$ cat src/rtl/uart_pkg.sv
// uart_pkg: shared types and constants for the FIFO-fed UART transmitter.
// Holds the FSM state encoding and frame-level constants.
package uart_pkg;

    typedef enum logic [2:0] {
        IDLE,
        START,
        DATA,
        PARITY,
        STOP
    } uart_tx_state_t;

    localparam int   UART_DATA_BITS = 8;
    localparam logic IDLE_LEVEL     = 1'b1;

endpackage

$ cat src/rtl/uart_baud_tick.sv
// uart_baud_tick: free-running bit-period counter, restartable by clear.
// tick is high for one clk at count CLKS_PER_BIT-1.
module uart_baud_tick #(
    parameter int CLKS_PER_BIT = 868
) (
    input  logic clk,
    input  logic rst,
    input  logic clear,
    output logic tick
);

    localparam int CW = $clog2(CLKS_PER_BIT);
    localparam logic [CW-1:0] LAST = CW'(CLKS_PER_BIT - 1);

    logic [CW-1:0] cnt;

    assign tick = (cnt == LAST);

    always_ff @(posedge clk) begin
        if (rst || clear || tick) begin
            cnt <= '0;
        end else begin
            cnt <= cnt + CW'(1);
        end
    end

endmodule

$ cat src/rtl/fifo_uart_tx.sv
// fifo_uart_tx: pops bytes from an FWFT FIFO and sends them as 8N1/8N2 UART.
// Define UART_TX_PARITY_EN to add a parity bit (8E/8O) and the parity_odd port.
module fifo_uart_tx #(
    parameter int CLKS_PER_BIT = 868,
    parameter int STOP_BITS    = 1
) (
    input  logic       clk,
    input  logic       rst,
    input  logic [7:0] fifo_data,
    input  logic       fifo_empty,
    output logic       fifo_rd_en,
    output logic       tx,
    output logic       busy,
    output logic       tx_done
`ifdef UART_TX_PARITY_EN
    ,
    input  logic       parity_odd
`endif
);

    import uart_pkg::*;

`ifdef UART_TX_PARITY_EN
    localparam uart_tx_state_t DATA_EXIT = PARITY;
`else
    localparam uart_tx_state_t DATA_EXIT = STOP;
`endif

    uart_tx_state_t state, state_nxt;
    logic [7:0] shreg, shreg_nxt;
    logic [2:0] idx, idx_nxt;
    logic       stop_cnt, stop_nxt;
    logic       tx_nxt, done_nxt;
    logic       tick, baud_clear;

    assign fifo_rd_en = (state == IDLE) && !fifo_empty && !rst;
    assign baud_clear = (state_nxt != state);

    uart_baud_tick #(
        .CLKS_PER_BIT(CLKS_PER_BIT)
    ) u_baud (
        .clk  (clk),
        .rst  (rst),
        .clear(baud_clear),
        .tick (tick)
    );

`ifdef UART_TX_PARITY_EN
    logic par;

    always_ff @(posedge clk) begin
        if (rst) begin
            par <= 1'b0;
        end else if (fifo_rd_en) begin
            par <= (^fifo_data) ^ parity_odd;
        end
    end
`endif

    always_comb begin
        state_nxt = state;
        shreg_nxt = shreg;
        idx_nxt   = idx;
        stop_nxt  = stop_cnt;
        done_nxt  = 1'b0;
        unique case (state)
            IDLE: begin
                if (!fifo_empty) begin
                    state_nxt = START;
                    shreg_nxt = fifo_data;
                end
            end
            START: begin
                if (tick) state_nxt = DATA;
            end
            DATA: begin
                if (tick) begin
                    shreg_nxt = shreg >> 1;
                    idx_nxt   = idx + 3'd1;
                    if (idx == 3'(UART_DATA_BITS - 1)) state_nxt = DATA_EXIT;
                end
            end
            PARITY: begin
                if (tick) state_nxt = STOP;
            end
            STOP: begin
                if (tick) begin
                    if (stop_cnt == 1'(STOP_BITS - 1)) begin
                        state_nxt = IDLE;
                        stop_nxt  = 1'b0;
                        done_nxt  = 1'b1;
                    end else begin
                        stop_nxt = stop_cnt + 1'b1;
                    end
                end
            end
            default: state_nxt = IDLE;
        endcase
    end

    // tx is registered from the next state so it lines up with the state register
    always_comb begin
        tx_nxt = IDLE_LEVEL;
        unique case (state_nxt)
            IDLE, STOP: tx_nxt = IDLE_LEVEL;
            START:      tx_nxt = ~IDLE_LEVEL;
            DATA:       tx_nxt = shreg_nxt[0];
            PARITY: begin
`ifdef UART_TX_PARITY_EN
                tx_nxt = par;
`else
                tx_nxt = IDLE_LEVEL;
`endif
            end
            default:    tx_nxt = IDLE_LEVEL;
        endcase
    end

    always_ff @(posedge clk) begin
        if (rst) begin
            state    <= IDLE;
            shreg    <= '0;
            idx      <= '0;
            stop_cnt <= 1'b0;
            tx       <= IDLE_LEVEL;
            busy     <= 1'b0;
            tx_done  <= 1'b0;
        end else begin
            state    <= state_nxt;
            shreg    <= shreg_nxt;
            idx      <= idx_nxt;
            stop_cnt <= stop_nxt;
            tx       <= tx_nxt;
            busy     <= (state_nxt != IDLE);
            tx_done  <= done_nxt;
        end
    end

endmodule

$ cat config.mk
export PLATFORM = sky130hd
export DESIGN_NAME = fifo_uart_tx
export DESIGN_NICKNAME = d
export VERILOG_FILES = /design/src/rtl/uart_pkg.sv /design/src/rtl/uart_baud_tick.sv /design/src/rtl/fifo_uart_tx.sv
export SDC_FILE = /design/constraint.sdc
export NUM_CORES = 1
export LEC_CHECK = 0
export BUFFER_PORTS_ARGS = -buffer_cell sky130_fd_sc_hd__buf_2
export CAP_MARGIN = 20
export CORE_MARGIN = 1
export CORE_UTILIZATION = 45
export CTS_BUF_LIST = sky130_fd_sc_hd__clkbuf_4 sky130_fd_sc_hd__clkbuf_8
export DETAILED_ROUTE_END_ITERATION = 7
export SLEW_MARGIN = 15
export SYNTH_ARGS = -nofsm -noshare
export SYNTH_HDL_FRONTEND = slang
export SYNTH_SLANG_ARGS = --single-unit
$ cat constraint.sdc
create_clock -name clk -period 4.9 [get_ports clk]
set_clock_uncertainty 0.05 [all_clocks]
set_input_delay 0.49 -clock clk [delete_from_list [all_inputs] [get_ports clk]]
set_output_delay 0.49 -clock clk [all_outputs]
set_load 0.01 [all_outputs]
; ---- Word level (Yosys, flattened, before mapping)
; Cells that the tools add are included.
; Widths: inputs -> output; s select.
[totals]
register_bits = 28
elab_cells = 52
[classes]
addsub = 3
n_eq_ne = 11
muxes = 14
bitwise = 2
reduce_logical = 13
[op_table]
columns = cell, n
row1 = $mux 3, 7
row2 = $mux 8, 2
row3 = $pmux 8 s2, 1
row4 = $pmux 3 s5, 1
row5 = $add 10x1->10 const B, 1
row6 = $eq 10x10->1 const B, 1
row7 = $eq 3x2->1 const B, 3
row8 = $eq 3x1->1 const B, 2
row9 = $eq 3x3->1 const B, 2
row10 = $reduce_and 2->1, 2
row11 = $add 3x1->3 const B, 1
row12 = $logic_not 3->1, 1
row13 = $ne 3x3->1, 1
row14 = $reduce_and 3->1, 1
row15 = $reduce_bool 3->1, 1
row16 = $reduce_or 3->1, 1
row17 = $logic_and 1x1->1, 2
row18 = $logic_not 1->1, 2
row19 = $logic_or 1x1->1, 2
row20 = $mux 1, 2
row21 = $ne 2x1->1 const B, 1
row22 = $ne 2x2->1 const B, 1
row23 = $not 1->1, 2
row24 = $pmux 1 s2, 1
row25 = 2 further kinds, 2

; ---- Longest topological paths before layout
[logic_depth]
depth_word = 7
ltp_mapped = 7
mapped_depth_nobuf = 7

; ---- By module
; Synthesis repeated with hierarchy kept, for this count alone.
[unflattened]
cells_unflattened = 146
hier_area_um2 = 1382.6
[by_module_without_submodules]
columns = module, instances, cells_each, area_each_um2, seq_area_each_um2
row1 = fifo_uart_tx, 1, 93, 928.4, 340.3
row2 = uart_baud_tick, 1, 53, 454.2, 200.2

; ---- Worst setup path before layout
; Ideal clock, no wire load.
[synth_path]
path_type = reg-to-reg
startpoint = register u_baud.cnt[0]
endpoint = register state[2]
setup_ns = 0.128
arrival_ns = 1.734
slack_ns = 2.988
stages_incl_launch_ff = 8
path_buffers = 1
cell_sequence = dfxtp_1 -> ha_1 -> or3b_4 -> or3_1 -> buf_2 -> and3_1 -> a31oi_1 -> nor2_1
[synth_via]
elab_chain_len = 3
elab_cells_between_ends = 6
cone_classes = eq/ne (1) / mux (5)
[synth_rtl]
columns = element, line_no
row1 = start: declaration, uart_baud_tick.sv:15  ; logic [CW-1:0] cnt;
row2 = start signal: assignment, uart_baud_tick.sv:23  ; cnt <= cnt + CW'(1);
row3 = $eq 10x10->1 (*), uart_baud_tick.sv:17  ; assign tick = (cnt == LAST);
row4 = $mux 3 (on tied branches), --
row5 = $pmux 3 s5 (*), fifo_uart_tx.sv:66  ; unique case (state)
row6 = end signal: assignment, fifo_uart_tx.sv:129  ; state <= state_nxt;
row7 = end: declaration, fifo_uart_tx.sv:29  ; uart_tx_state_t state, state_nxt;
; Mark *: on every way between the ends. The rest lies on a longest branch, timed or not.
; A chain may end at the register's enable or synchronous reset.

; ---- Worst setup path in the final report
[layout_path]
startpoint = register u_baud.cnt[0]
endpoint = register tx
[layout_via]
elab_chain_len = 5
elab_cells_between_ends = 11
cone_classes = eq/ne (3) / mux (8)
[layout_rtl]
columns = element, line_no
row1 = $eq 10x10->1 (*), uart_baud_tick.sv:17
row2 = $mux 3 (on tied branches), --
row3 = $pmux 3 s5, fifo_uart_tx.sv:66
row4 = $eq 3x2->1 / $eq 3x1->1 (equally long branches), fifo_uart_tx.sv:104  ; unique case (state_nxt)
row5 = $pmux 1 s2 (*), fifo_uart_tx.sv:104
row6 = end signal: assignment, fifo_uart_tx.sv:133  ; tx <= tx_nxt;
row7 = end: declaration, fifo_uart_tx.sv:12  ; output logic tx,
; Mark *: on every way between the ends. The rest lies on a longest branch, timed or not. The select of a mux whose other input is x is not followed.

==> run_results.csv <==
group,metric,value,unit
timing,slew_violations,0,
clock_tree,clk_path_buf_depth,2,
layout,seq_area,540.5,um^2
clock_tree,clock_latency,0.31,ns
worst_setup_path,cp.required,5.05,ns
logic_synthesis,netlist.area_leader.share,0.4620,
layout,nets,156,
route,ant_nets,0,
clock_tree,numCtsBuffers,3,
power_and_ir_drop,leakage,0.4812,nW
outcome,status,"completed",
route,drc,0,
clock_tree,cts_tree,"done",
power_and_ir_drop,powerDensity,279.5,nW/um^2
worst_setup_path,arrival,2.64,ns
grt,grt_pass1_vias,748,
logic_synthesis,synth_seq_area_share,0.4620,
logic_synthesis,syn_area,1170,um^2
logic_synthesis,ys_ff_latch,27,
placement,placed_cells,166,
logic_synthesis,synth_warnings,0,
worst_setup_path,cp_max_fo,7,
worst_setup_path,cp-end-kind,"flip-flop",
logic_synthesis,yosys.area.top_type,"dfxtp_1",
route,firstDrtPassIters,4,
route,wl,2022,um
timing,post-route-period-util,0.5083,
layout,final_common_cell,"dfxtp_1",
power_and_ir_drop,ir_worst_vdd,0.2090,mV
worst_setup_path,reg2reg_slack,2.41,ns
clock_tree,cts_setup_buffers,0,
placement,port_buffers,14,
grt,grt_pass1_wl,3208,um
logic_synthesis,synth_fp_nets,140,
route,met1Wirelength,971,um
worst_setup_path,reg2regPathDepth,7,
placement,place_congestion,0.6688,
worst_setup_path,criticalPathCategory,"flip-flop to flip-flop",
layout,multi_input_area,599.3,um^2
layout,area_growth,10.59,%
layout,layout_common_cells,"dfxtp_1 (27), nor2_1 (22), buf_2 (14)",
grt,grt_usage,0.1599,
logic_synthesis,ys_types,37,
layout,n_antenna_cell,0,
die,coreArea,2477,um^2
logic_synthesis,syn_avg_cell_area,9.285,um^2
die,dieWidth,52.99,um
clock_tree,root_buffer,"clkbuf_4",
min_path,hold_depth,3,
grt,antenna_found_initial,0,
timing,min_period,2.490,ns
clock_tree,cts_resized,0,
layout,fillerInstances,250,
timing,slew_headroom,0.5073,
logic_synthesis,synthTopCellsByArea,"dfxtp_1 (46%), nor2_1 (7.1%), a22oi_1 (4.5%)",
clock_tree,clock_sinks,27,
route,top_layer,"met4",
die,die_height,52.99,um
timing,hold_viol_final,0,
route,num_vias,914,
logic_synthesis,postSynthCellCount,126,
grt,grt_max_degree,21,
worst_setup_path,r2r-start,"u_baud.cnt[0]$_SDFF_PP0_",
min_path,worstHoldEndpoint,"shreg[7]$_SDFFE_PP0P_",
clock_tree,hold_buffers,0,
grt,grt-ovfl-total,0,
job,cap_viol_max_count,0,
route,drtIter0Drc,12,
route,dr_wl_met2,975,um
route,wl_per_cell,11.82,um
min_path,min_path_type,"input pin to flip-flop",
clock_tree,clk_pin_slew,0.13,ns
timing,rsz0062_at_grt,"false",
worst_setup_path,r2r_end,"tx$_SDFF_PP1_",
clock_tree,cts_max_level,1,
die,rows,18,
worst_setup_path,startpoint_type,"flip-flop",
die,die_area,2807,um^2
die,initial_utilization,0.4722,
timing,tightest_slew,0.7330,ns
timing,fin_tns_setup,0,ns
min_path,worstHoldStart,"fifo_data[7]",
layout,layout-drive-gt1-share,0.1986,
die,ioPinCount,15,
timing,setup_viol,0,
placement,post-dp-hpwl,1511,um
route,vias_per_cell,5.345,
route,met3_length,58,um
timing,max_freq,401.5,MHz
layout,stdcell_count,171,
==> worst max-delay path, cell delays in order, from the launching register on <==
cell and delay [ns]:
dfxtp_1 0.40, ha_1 0.22, or3b_4 0.42, nor4_2 0.63
clkbuf_2 0.29, nor2_1 0.13, nand2_1 0.13, a41oi_2 0.11
==> logic make-up after synthesis <==
group           after synthesis  share of synthesized area
simple gates                 57                     0.2535
fa+ha+maj                     3                    0.03209
buf+inv                       6                    0.02566
mux                           2                    0.01711
xor+xnor                      9                    0.06737
flops                        27                     0.4620
compound gates               22                     0.1423
==> flip-flops by register name (all words and copies together), names as in the netlist <==
name        cells
busy            1
u_baud.cnt     10
shreg           8
idx             3
state           3
tx              1
tx_done         1
==> cell usage after synthesis <==
library cell and n:
xor2_1 4, a41oi_2 1, nand4_1 1, or3b_4 1, and2_1 1, and3_1 2
nor3b_1 1, or3b_1 1, clkbuf_1 1, nor2b_1 2, nor4_1 2, ha_1 3
o41ai_1 1, nor3_1 2, nor4_2 1, a31oi_4 1, buf_2 3, or2_2 1
nor2_1 22, xnor2_1 5, or4_4 1, and4_1 1, dfxtp_1 27, a22oi_1 7
a211oi_1 1, clkbuf_4 1, nand2b_1 1, nand2_1 11, a21oi_2 1, mux2i_1 2
nand4bb_1 1, and3_2 1, a21oi_1 9, or3_1 1, inv_1 1, a31oi_1 1
nand3_1 3
==> worst max-delay path by stage <==
stage	from	slack (ns)	depth (start not counted)	end
6_report	u_baud.cnt[0]$_SDFF_PP0_	2.41	7	tx$_SDFF_PP1_
5_1_grt	u_baud.cnt[0]$_SDFF_PP0_	2.23	7	tx$_SDFF_PP1_
4_1_cts	u_baud.cnt[0]$_SDFF_PP0_	2.13	6	tx$_SDFF_PP1_
3_5_place_dp	u_baud.cnt[0]$_SDFF_PP0_	2.15	6	tx$_SDFF_PP1_
3_3_place_gp	u_baud.cnt[0]$_SDFF_PP0_	2.25	6	tx$_SDFF_PP1_
2_1_floorplan	u_baud.cnt[0]$_SDFF_PP0_	2.99	7	state[2]$_SDFF_PP0_
==> power breakdown <==
group	internal (W)	leakage [nW]	total, W	switching, W
clock network	0.0000373	0.0184	0.0000964	0.0000591
registers	0.000227	0.220	0.000232	0.00000474
logic	0.0000148	0.243	0.0000333	0.0000185
total	0.000279	0.481	0.000362	0.0000823
==> per-layer routing <==
metal  global-route usage  vias up
met4              0.05263        0
li1                     -      476
met5                    0        -
met3              0.03448        2
met1               0.2010      424
met2               0.2679       12
==> cell type report <==
| class | instances | share of cell area |
|---|---|---|
| multi-input combinational | 93 | 0.4632 |
| clock buffer | 4 | 0.02321 |
| sequential | 27 | 0.4178 |
| tap | 30 | 0.02901 |
| timing repair buffer | 16 | 0.06383 |
| inverter | 1 | 0.002901 |
==> metrics by stage <==
step / hold slack [ns] / power [W] / util / instance area (um^2) / setup slack [ns]
4_1_cts: 0.3338 / 0.0003702 / 0.5202 / 1289 / 2.127
2_1_floorplan: 0.3799 / 0.0002594 / - / 1170 / 2.988
3_5_place_dp: 0.3968 / 0.0002704 / 0.5081 / 1259 / 2.150
6_report: 0.3495 / 0.0003616 / 0.5222 / 1294 / 2.410
5_1_grt: 0.3720 / 0.0003850 / 0.5222 / 1294 / 2.226
3_3_place_gp: 0.3913 / 0.0002701 / 0.5081 / 1259 / 2.245
Power figures use the tool's default switching activity.
